--- src/rtl/cpu_ctrl_pkg.sv ---
// Shared types and constants for the instruction-cycle controller:
// FSM state encoding, opcode values and the last-execute-step table.
package cpu_ctrl_pkg;

  localparam int T_W = 8;

  typedef enum logic [2:0] {
    S_FETCH = 3'd0,
    S_DEC   = 3'd1,
    S_IND   = 3'd2,
    S_EXEC  = 3'd3,
    S_HALT  = 3'd4,
    S_ERR   = 3'd5
  } state_t;

  localparam logic [2:0] OP_AND = 3'd0;
  localparam logic [2:0] OP_ADD = 3'd1;
  localparam logic [2:0] OP_LDA = 3'd2;
  localparam logic [2:0] OP_STA = 3'd3;
  localparam logic [2:0] OP_BUN = 3'd4;
  localparam logic [2:0] OP_BSA = 3'd5;
  localparam logic [2:0] OP_ISZ = 3'd6;
  localparam logic [2:0] OP_REG = 3'd7;

  // Timing index at which the given opcode finishes and clears the counter.
  function automatic logic [2:0] last_step(input logic [2:0] op);
    logic [2:0] ls;
    case (op)
      OP_AND, OP_ADD, OP_LDA: ls = 3'd5;
      OP_STA, OP_BUN:         ls = 3'd4;
      OP_BSA:                 ls = 3'd5;
      OP_ISZ:                 ls = 3'd6;
      default:                ls = 3'd3;
    endcase
    return ls;
  endfunction

endpackage

--- src/rtl/instr_cycle_ctrl_if.sv ---
// Bundle between the sequence counter / datapath and the instruction-cycle
// controller. The controller uses the master modport.
interface instr_cycle_ctrl_if #(parameter int CNT_W = 16);
  import cpu_ctrl_pkg::*;

  logic [T_W-1:0]   timing;
  logic [2:0]       ir_op;
  logic             ir_i;
  logic             halt_req;
  logic             run;
  logic             sc_clr;
  logic             ar_ld_pc;
  logic             ir_ld;
  logic             pc_inr;
  logic             ar_ld_ir;
  logic             ar_ld_mem;
  logic             exec_en;
  logic [2:0]       exec_step;
  logic             halted;
  logic             seq_err;
  logic [CNT_W-1:0] instr_count;

  modport master (
    input  timing, ir_op, ir_i, halt_req, run,
    output sc_clr, ar_ld_pc, ir_ld, pc_inr, ar_ld_ir, ar_ld_mem,
           exec_en, exec_step, halted, seq_err, instr_count
  );

  modport slave (
    output timing, ir_op, ir_i, halt_req, run,
    input  sc_clr, ar_ld_pc, ir_ld, pc_inr, ar_ld_ir, ar_ld_mem,
           exec_en, exec_step, halted, seq_err, instr_count
  );

endinterface

--- src/rtl/instr_cycle_ctrl_onehot_enc8.sv ---
// 8-bit one-hot to 3-bit index encoder; valid_onehot is high only when
// exactly one input bit is set.
module onehot_enc8 (
  input  logic [7:0] onehot,
  output logic [2:0] idx,
  output logic       valid_onehot
);

  always_comb begin
    idx = '0;
    for (int k = 0; k < 8; k++) begin
      if (onehot[k]) idx = idx | 3'(k);
    end
    valid_onehot = (onehot != 8'd0) && ((onehot & (onehot - 8'd1)) == 8'd0);
  end

endmodule

--- src/rtl/instr_cycle_ctrl.sv ---
// Instruction-cycle controller: steps fetch/decode/indirect/execute off the
// sequence counter's one-hot timing word. Optional checker: SEQ_CHECK_EN.
module instr_cycle_ctrl
  import cpu_ctrl_pkg::*;
#(
  parameter int CNT_W = 16
) (
  input logic               clk,
  input logic               reset_n,
  instr_cycle_ctrl_if.master bus
);

  logic [2:0]       step;
  logic             onehot_ok;
  state_t           state, state_nx;
  logic [2:0]       op_q, op_nx;
  logic [CNT_W-1:0] cnt_q;
  logic             retire;

  logic       sc_clr_c, ar_ld_pc_c, ir_ld_c, pc_inr_c, ar_ld_ir_c, ar_ld_mem_c;
  logic       exec_en_c, halted_c;
  logic [2:0] exec_step_c;

  onehot_enc8 u_enc (
    .onehot       (bus.timing),
    .idx          (step),
    .valid_onehot (onehot_ok)
  );

`ifdef SEQ_CHECK_EN
  logic [2:0] exp_q;
  logic       seq_err_q;
  logic       err;

  assign err = (state != S_ERR) && (!onehot_ok || (step != exp_q));
`endif

  always_comb begin
    state_nx    = state;
    op_nx       = op_q;
    retire      = 1'b0;
    sc_clr_c    = 1'b0;
    ar_ld_pc_c  = 1'b0;
    ir_ld_c     = 1'b0;
    pc_inr_c    = 1'b0;
    ar_ld_ir_c  = 1'b0;
    ar_ld_mem_c = 1'b0;
    exec_en_c   = 1'b0;
    exec_step_c = 3'd0;
    halted_c    = 1'b0;

    // A zero or multi-hot timing word produces no strobe and holds state.
    case (state)
      S_FETCH: begin
        if (onehot_ok && step == 3'd0) begin
          ar_ld_pc_c = 1'b1;
        end else if (onehot_ok && step == 3'd1) begin
          ir_ld_c  = 1'b1;
          pc_inr_c = 1'b1;
          state_nx = S_DEC;
        end
      end
      S_DEC: begin
        if (onehot_ok && step == 3'd2) begin
          ar_ld_ir_c = 1'b1;
          op_nx      = bus.ir_op;
          if (bus.ir_op == OP_REG)  state_nx = S_EXEC;
          else if (bus.ir_i)        state_nx = S_IND;
          else                      state_nx = S_EXEC;
        end
      end
      S_IND: begin
        if (onehot_ok && step == 3'd3) begin
          ar_ld_mem_c = 1'b1;
          state_nx    = S_EXEC;
        end
      end
      S_EXEC: begin
        if (onehot_ok) begin
          exec_en_c   = 1'b1;
          exec_step_c = step;
          if (step == last_step(op_q)) begin
            sc_clr_c = 1'b1;
            retire   = 1'b1;
            state_nx = bus.halt_req ? S_HALT : S_FETCH;
          end
        end
      end
      S_HALT: begin
        halted_c = 1'b1;
        // The run cycle doubles as the fetch T0 of the next instruction.
        if (bus.run) begin
          ar_ld_pc_c = 1'b1;
          state_nx   = S_FETCH;
        end else begin
          sc_clr_c = 1'b1;
        end
      end
`ifdef SEQ_CHECK_EN
      S_ERR: begin
        sc_clr_c = 1'b1;
      end
`endif
      default: begin
        state_nx = S_FETCH;
      end
    endcase

`ifdef SEQ_CHECK_EN
    if (err) begin
      state_nx    = S_ERR;
      op_nx       = op_q;
      retire      = 1'b0;
      sc_clr_c    = 1'b0;
      ar_ld_pc_c  = 1'b0;
      ir_ld_c     = 1'b0;
      pc_inr_c    = 1'b0;
      ar_ld_ir_c  = 1'b0;
      ar_ld_mem_c = 1'b0;
      exec_en_c   = 1'b0;
      exec_step_c = 3'd0;
      halted_c    = 1'b0;
    end
`endif
  end

  always_ff @(posedge clk or negedge reset_n) begin
    if (!reset_n) begin
      state <= S_FETCH;
      op_q  <= '0;
      cnt_q <= '0;
    end else begin
      state <= state_nx;
      op_q  <= op_nx;
      if (retire) cnt_q <= cnt_q + CNT_W'(1);
    end
  end

`ifdef SEQ_CHECK_EN
  // Expected step restarts at T0 after every counter clear.
  always_ff @(posedge clk or negedge reset_n) begin
    if (!reset_n) begin
      exp_q     <= 3'd0;
      seq_err_q <= 1'b0;
    end else begin
      exp_q     <= sc_clr_c ? 3'd0 : 3'(step + 3'd1);
      seq_err_q <= seq_err_q | err;
    end
  end

  assign bus.seq_err = seq_err_q;
`else
  assign bus.seq_err = 1'b0;
`endif

  // Strobes are forced low for the whole time reset is asserted.
  assign bus.sc_clr      = reset_n & sc_clr_c;
  assign bus.ar_ld_pc    = reset_n & ar_ld_pc_c;
  assign bus.ir_ld       = reset_n & ir_ld_c;
  assign bus.pc_inr      = reset_n & pc_inr_c;
  assign bus.ar_ld_ir    = reset_n & ar_ld_ir_c;
  assign bus.ar_ld_mem   = reset_n & ar_ld_mem_c;
  assign bus.exec_en     = reset_n & exec_en_c;
  assign bus.exec_step   = reset_n ? exec_step_c : 3'd0;
  assign bus.halted      = reset_n & halted_c;
  assign bus.instr_count = cnt_q;

endmodule

--- src/flat_wrapper.sv ---
// flat-port wrapper written by rule: the top's interface ports become plain ports
module instr_cycle_ctrl_flat import cpu_ctrl_pkg::*;
#(
  parameter int CNT_W = 16
)
  (clk, reset_n, bus_timing, bus_ir_op, bus_ir_i, bus_halt_req, bus_run, bus_sc_clr, bus_ar_ld_pc, bus_ir_ld, bus_pc_inr, bus_ar_ld_ir, bus_ar_ld_mem, bus_exec_en, bus_exec_step, bus_halted, bus_seq_err, bus_instr_count);
  instr_cycle_ctrl_if #(.CNT_W(CNT_W)) bus_i ();
  input logic clk;
  input logic reset_n;
  input wire logic [$bits(bus_i.timing)-1:0] bus_timing;
  input wire logic [$bits(bus_i.ir_op)-1:0] bus_ir_op;
  input wire logic [$bits(bus_i.ir_i)-1:0] bus_ir_i;
  input wire logic [$bits(bus_i.halt_req)-1:0] bus_halt_req;
  input wire logic [$bits(bus_i.run)-1:0] bus_run;
  output wire logic [$bits(bus_i.sc_clr)-1:0] bus_sc_clr;
  output wire logic [$bits(bus_i.ar_ld_pc)-1:0] bus_ar_ld_pc;
  output wire logic [$bits(bus_i.ir_ld)-1:0] bus_ir_ld;
  output wire logic [$bits(bus_i.pc_inr)-1:0] bus_pc_inr;
  output wire logic [$bits(bus_i.ar_ld_ir)-1:0] bus_ar_ld_ir;
  output wire logic [$bits(bus_i.ar_ld_mem)-1:0] bus_ar_ld_mem;
  output wire logic [$bits(bus_i.exec_en)-1:0] bus_exec_en;
  output wire logic [$bits(bus_i.exec_step)-1:0] bus_exec_step;
  output wire logic [$bits(bus_i.halted)-1:0] bus_halted;
  output wire logic [$bits(bus_i.seq_err)-1:0] bus_seq_err;
  output wire logic [$bits(bus_i.instr_count)-1:0] bus_instr_count;
  assign bus_i.timing = bus_timing;
  assign bus_i.ir_op = bus_ir_op;
  assign bus_i.ir_i = bus_ir_i;
  assign bus_i.halt_req = bus_halt_req;
  assign bus_i.run = bus_run;
  assign bus_sc_clr = bus_i.sc_clr;
  assign bus_ar_ld_pc = bus_i.ar_ld_pc;
  assign bus_ir_ld = bus_i.ir_ld;
  assign bus_pc_inr = bus_i.pc_inr;
  assign bus_ar_ld_ir = bus_i.ar_ld_ir;
  assign bus_ar_ld_mem = bus_i.ar_ld_mem;
  assign bus_exec_en = bus_i.exec_en;
  assign bus_exec_step = bus_i.exec_step;
  assign bus_halted = bus_i.halted;
  assign bus_seq_err = bus_i.seq_err;
  assign bus_instr_count = bus_i.instr_count;
  instr_cycle_ctrl #(.CNT_W(CNT_W)) u_core (.clk(clk), .reset_n(reset_n), .bus(bus_i));
endmodule
--- config.mk ---
export PLATFORM = sky130hd
export DESIGN_NAME = instr_cycle_ctrl_flat
export DESIGN_NICKNAME = d
export VERILOG_FILES = /design/src/rtl/cpu_ctrl_pkg.sv /design/src/rtl/instr_cycle_ctrl_if.sv /design/src/rtl/instr_cycle_ctrl_onehot_enc8.sv /design/src/rtl/instr_cycle_ctrl.sv /design/src/flat_wrapper.sv
export SDC_FILE = /design/constraint.sdc
export NUM_CORES = 1
export LEC_CHECK = 0
export CORE_MARGIN = 4
export CORE_UTILIZATION = 48
export CTS_BUF_LIST = sky130_fd_sc_hd__clkbuf_8
export DETAILED_ROUTE_END_ITERATION = 8
export GPL_ROUTABILITY_DRIVEN = 0
export GPL_TIMING_DRIVEN = 0
export PLACE_DENSITY = 0.88
export SLEW_MARGIN = 0
export SYNTH_ARGS = -nofsm -noshare
export SYNTH_HDL_FRONTEND = slang
export SYNTH_SLANG_ARGS = --single-unit
--- constraint.sdc ---
create_clock -name clk -period 9.9 [get_ports clk]
set_input_delay 2.475 -clock clk [delete_from_list [all_inputs] [get_ports clk]]
set_output_delay 2.475 -clock clk [all_outputs]
set_load 0.005 [all_outputs]
==> run_results.csv <==
group,metric,value,unit
detailed_routing,via_per_inst,6.09,
yosys,synth_cell_type_count,45,
cts,cts_buffers,3,
pwr,leakagePower,0.801,nW
detailed_routing,ant_nets,0,
cts,ctsHtreeMaxLevel,1,
setup_path,worstSetupEndpointType,"output port",
yosys,synth_common_cells,"dfrtp_1, xnor2_1, nor2_1, and3_1, nand4_1",
floorplan,core_area,0.00276,mm²
cells_and_area,syn_to_final_growth,36.7,%
sta,post-route-period-util,80.8,%
global_route,antenna_found_initial,0,
global_route,grtUsageMet2,34.5,%
global_route,grt_max_degree,29,
yosys,yosys-top-cells-area,"dfrtp_1, xnor2_1, and3_1",
global_route,track_usage,19.9,%
cells_and_area,multiInputGateArea,768,µm²
setup_path,cp_slowest_stage_delay,0.61,ns
cells_and_area,drive_above_1_share,12.2,%
detailed_routing,wl_per_cell,16.5,µm
floorplan,die_y,61.8,µm
cts,ctsHoldBuffers,0,
sta,finalSetupTns,0,ns
run,drv_cap,0,
setup_path,worstPathMaxFanout,10,
global_route,use_met3,4.75,%
placement,dp_hpwl,2.59,mm
cells_and_area,nNetsFinal,207,
yosys,yosysTopAreaCellShare,39.6,%
setup_path,startpoint,"bus_timing[7]",
global_route,use_met1,24.2,%
worst_hold_path,hold_class,"reg -> reg",
setup_path,endpoint,"bus_sc_clr",
setup_path,critPathKind,"in -> out",
sta,period_needed,8.00,ns
yosys,async_flop_share,100,%
floorplan,die_area,0.00382,mm²
cells_and_area,fill_cells,214,
cts,cts_root_buffer,"clkbuf_8",
cts,post_cts_buffers,0,
setup_path,r2r_slack,7.78,ns
detailed_routing,drtIter0Drc,105,
pwr,cellPowerDensity,100,mW/mm²
detailed_routing,route.detailed.drc,0,
yosys,synth.net_count,162,
setup_path,critPathArrivalTime,5.52,ns
setup_path,r2r_end,"u_core.bus.instr_count[15]",
yosys,yosys.area.top_type,"dfrtp_1",
setup_path,reg2reg_from,"u_core.op_q[2]",
yosys,ys_seq_area_share,39.6,%
sta,drv_slew,0,
setup_path,crit_path_top_delay_cell,"or4_4",
setup_path,cp_common_cell,"clkdlybuf4s50_1",
yosys,synth.ff_latch_count,22,
sta,grt_setup_unrepaired,"false",
placement,dpl_worst_slack,1.90,ns
global_route,top_usage_layer,"met2",
global_route,grt_pass1_vias,1243,
sta,slew_headroom,22.9,%
setup_path,r2r_cells,7,
cts,cts_tree,"built",
placement,port_buffers,40,
yosys,synth_warnings,0,
cts,cts.sinks,22,
global_route,grt_first_pass_wirelength,5.69,mm
detailed_routing,dr.pass1.iters,4,
pwr,ir_drop,0.159,mV
sta,finalSetupViolCount,0,
setup_path,critPathLaunchType,"input pin",
cells_and_area,num_antenna_cells,0,
detailed_routing,drt-total-wl,3.63,mm
outcome,status,"finished, final reports clean",
sta,clock.fmax,0.125,GHz
yosys,ys.flop_type,"dfrtp_1",
yosys,synth_edf_count,0,
floorplan,rows,19,
floorplan,floorplan.initialDensity,50.5,%
yosys,synth_area,0.00139,mm²
cts,cts.clk_slew.worst_paths,0.08,ns
sta,tightest_slew,1.15,ns
sta,hold_viol,0,
setup_path,path_cells,"clkdlybuf4s50_1 > or4_4 > nor3_1 > a32o_1 > a311oi_2 > nor3_4 > buf_6 > o21a_1 > clkdlybuf4s50_1",
setup_path,required,7.43,ns
detailed_routing,vias,1339,
sta,skew,0.00538,ns
cells_and_area,area.sequential,551,µm²
yosys,synthMostInstantiatedCell,"dfrtp_1",
floorplan,die_w,61.8,µm
global_route,overflow,0,
cts,clock_latency,0.27,ns
floorplan,num_io_pins,44,
cts,cts_resized,0,
yosys,avgSynthCellArea,9.60,µm²
cts,cts_buffer_depth,2,
sta,setup_slack,1.90,ns
yosys,netlist_instances,145,
## logic make-up after synthesis
family | Yosys count | synth area share [%]
xor+xnor | 16 | 10.1
other cells | 1 | 0.270
simple gates | 69 | 28.7
flops | 22 | 39.6
buf+inv | 12 | 5.22
mux | 4 | 3.24
fa+ha+maj | 1 | 0.899
compound gates | 20 | 12.1
## through the flow
stage / total power [mW] / cell area, µm² / util [%] / hold WS (ns) / cells
2_1_floorplan: 0.0974 / 1390 / - / 0.468 / 145
3_3_place_gp: 0.107 / 1830 / 66.4 / 0.460 / 216
3_5_place_dp: 0.107 / 1830 / 66.4 / 0.479 / 216
4_1_cts: 0.190 / 1900 / 69.0 / 0.497 / 220
5_1_grt: 0.195 / 1900 / 69.0 / 0.524 / 220
6_report: 0.190 / 1900 / 69.0 / 0.489 / 220
## placed cells by master, fill, tap and decap left out, types with 2 or more instances in the layout
cell type	Yosys	layout
nand4_1	10	10
a2111oi_0	2	2
o21a_1	2	2
nor3_1	9	9
clkdlybuf4s50_1	0	40
clkbuf_1	2	2
xor2_1	2	2
xnor2_1	14	14
a21oi_1	3	3
clkbuf_8	0	3
inv_1	4	4
and3_1	10	10
or4_4	2	2
mux2_2	4	4
buf_4	3	3
dfrtp_1	22	22
nand3_1	4	4
nand2_1	8	8
nor2_1	11	11
nor4_1	5	5
buf_6	2	2
## sequential cells by signal (all words and copies together) (netlist names)
register,cells
u_core.state,3
u_core.bus.instr_count,16
u_core.op_q,3
## how the worst min path moves through the flow
stage                               start                          to  cells after the start
4_1_cts        u_core.bus.instr_count[15]  u_core.bus.instr_count[15]                      1
3_5_place_dp    u_core.bus.instr_count[8]   u_core.bus.instr_count[8]                      1
2_1_floorplan  u_core.bus.instr_count[15]  u_core.bus.instr_count[15]                      1
5_1_grt        u_core.bus.instr_count[15]  u_core.bus.instr_count[15]                      1
6_report       u_core.bus.instr_count[15]  u_core.bus.instr_count[15]                      1
3_3_place_gp   u_core.bus.instr_count[15]  u_core.bus.instr_count[15]                      1
## critical path, delay by kind of cell
| family | cells | cell delay, ns |
|---|---|---|
| buf+inv | 3 | 1.24 |
| compound gates | 3 | 0.51 |
| simple gates | 3 | 1.30 |
## final cells by class
cell class,instances,area share [%]
plain buffers,8,3.03
well taps,31,2.04
clock buffers,3,2.17
repair buffers,40,21.1
multi-input cells,111,40.4
inverters,4,0.789
flip-flops and latches,22,28.9
clock inverters,1,1.58
## metal layers
layer	vias to the layer above	wire length (µm)
met5	-	0
met4	0	74
met3	11	267
met2	66	1820
met1	632	1470
li1	630	-
## power breakdown
part	total [mW]	internal [mW]	leakage, nW	switching [mW]
clock network	0.0844	0.0540	0.0357	0.0303
logic	0.0158	0.00761	0.463	0.00816
registers	0.0900	0.0898	0.302	0.000115
total	0.190	0.152	0.801	0.0386
No activity file was read; power rests on OpenSTA's default activity.
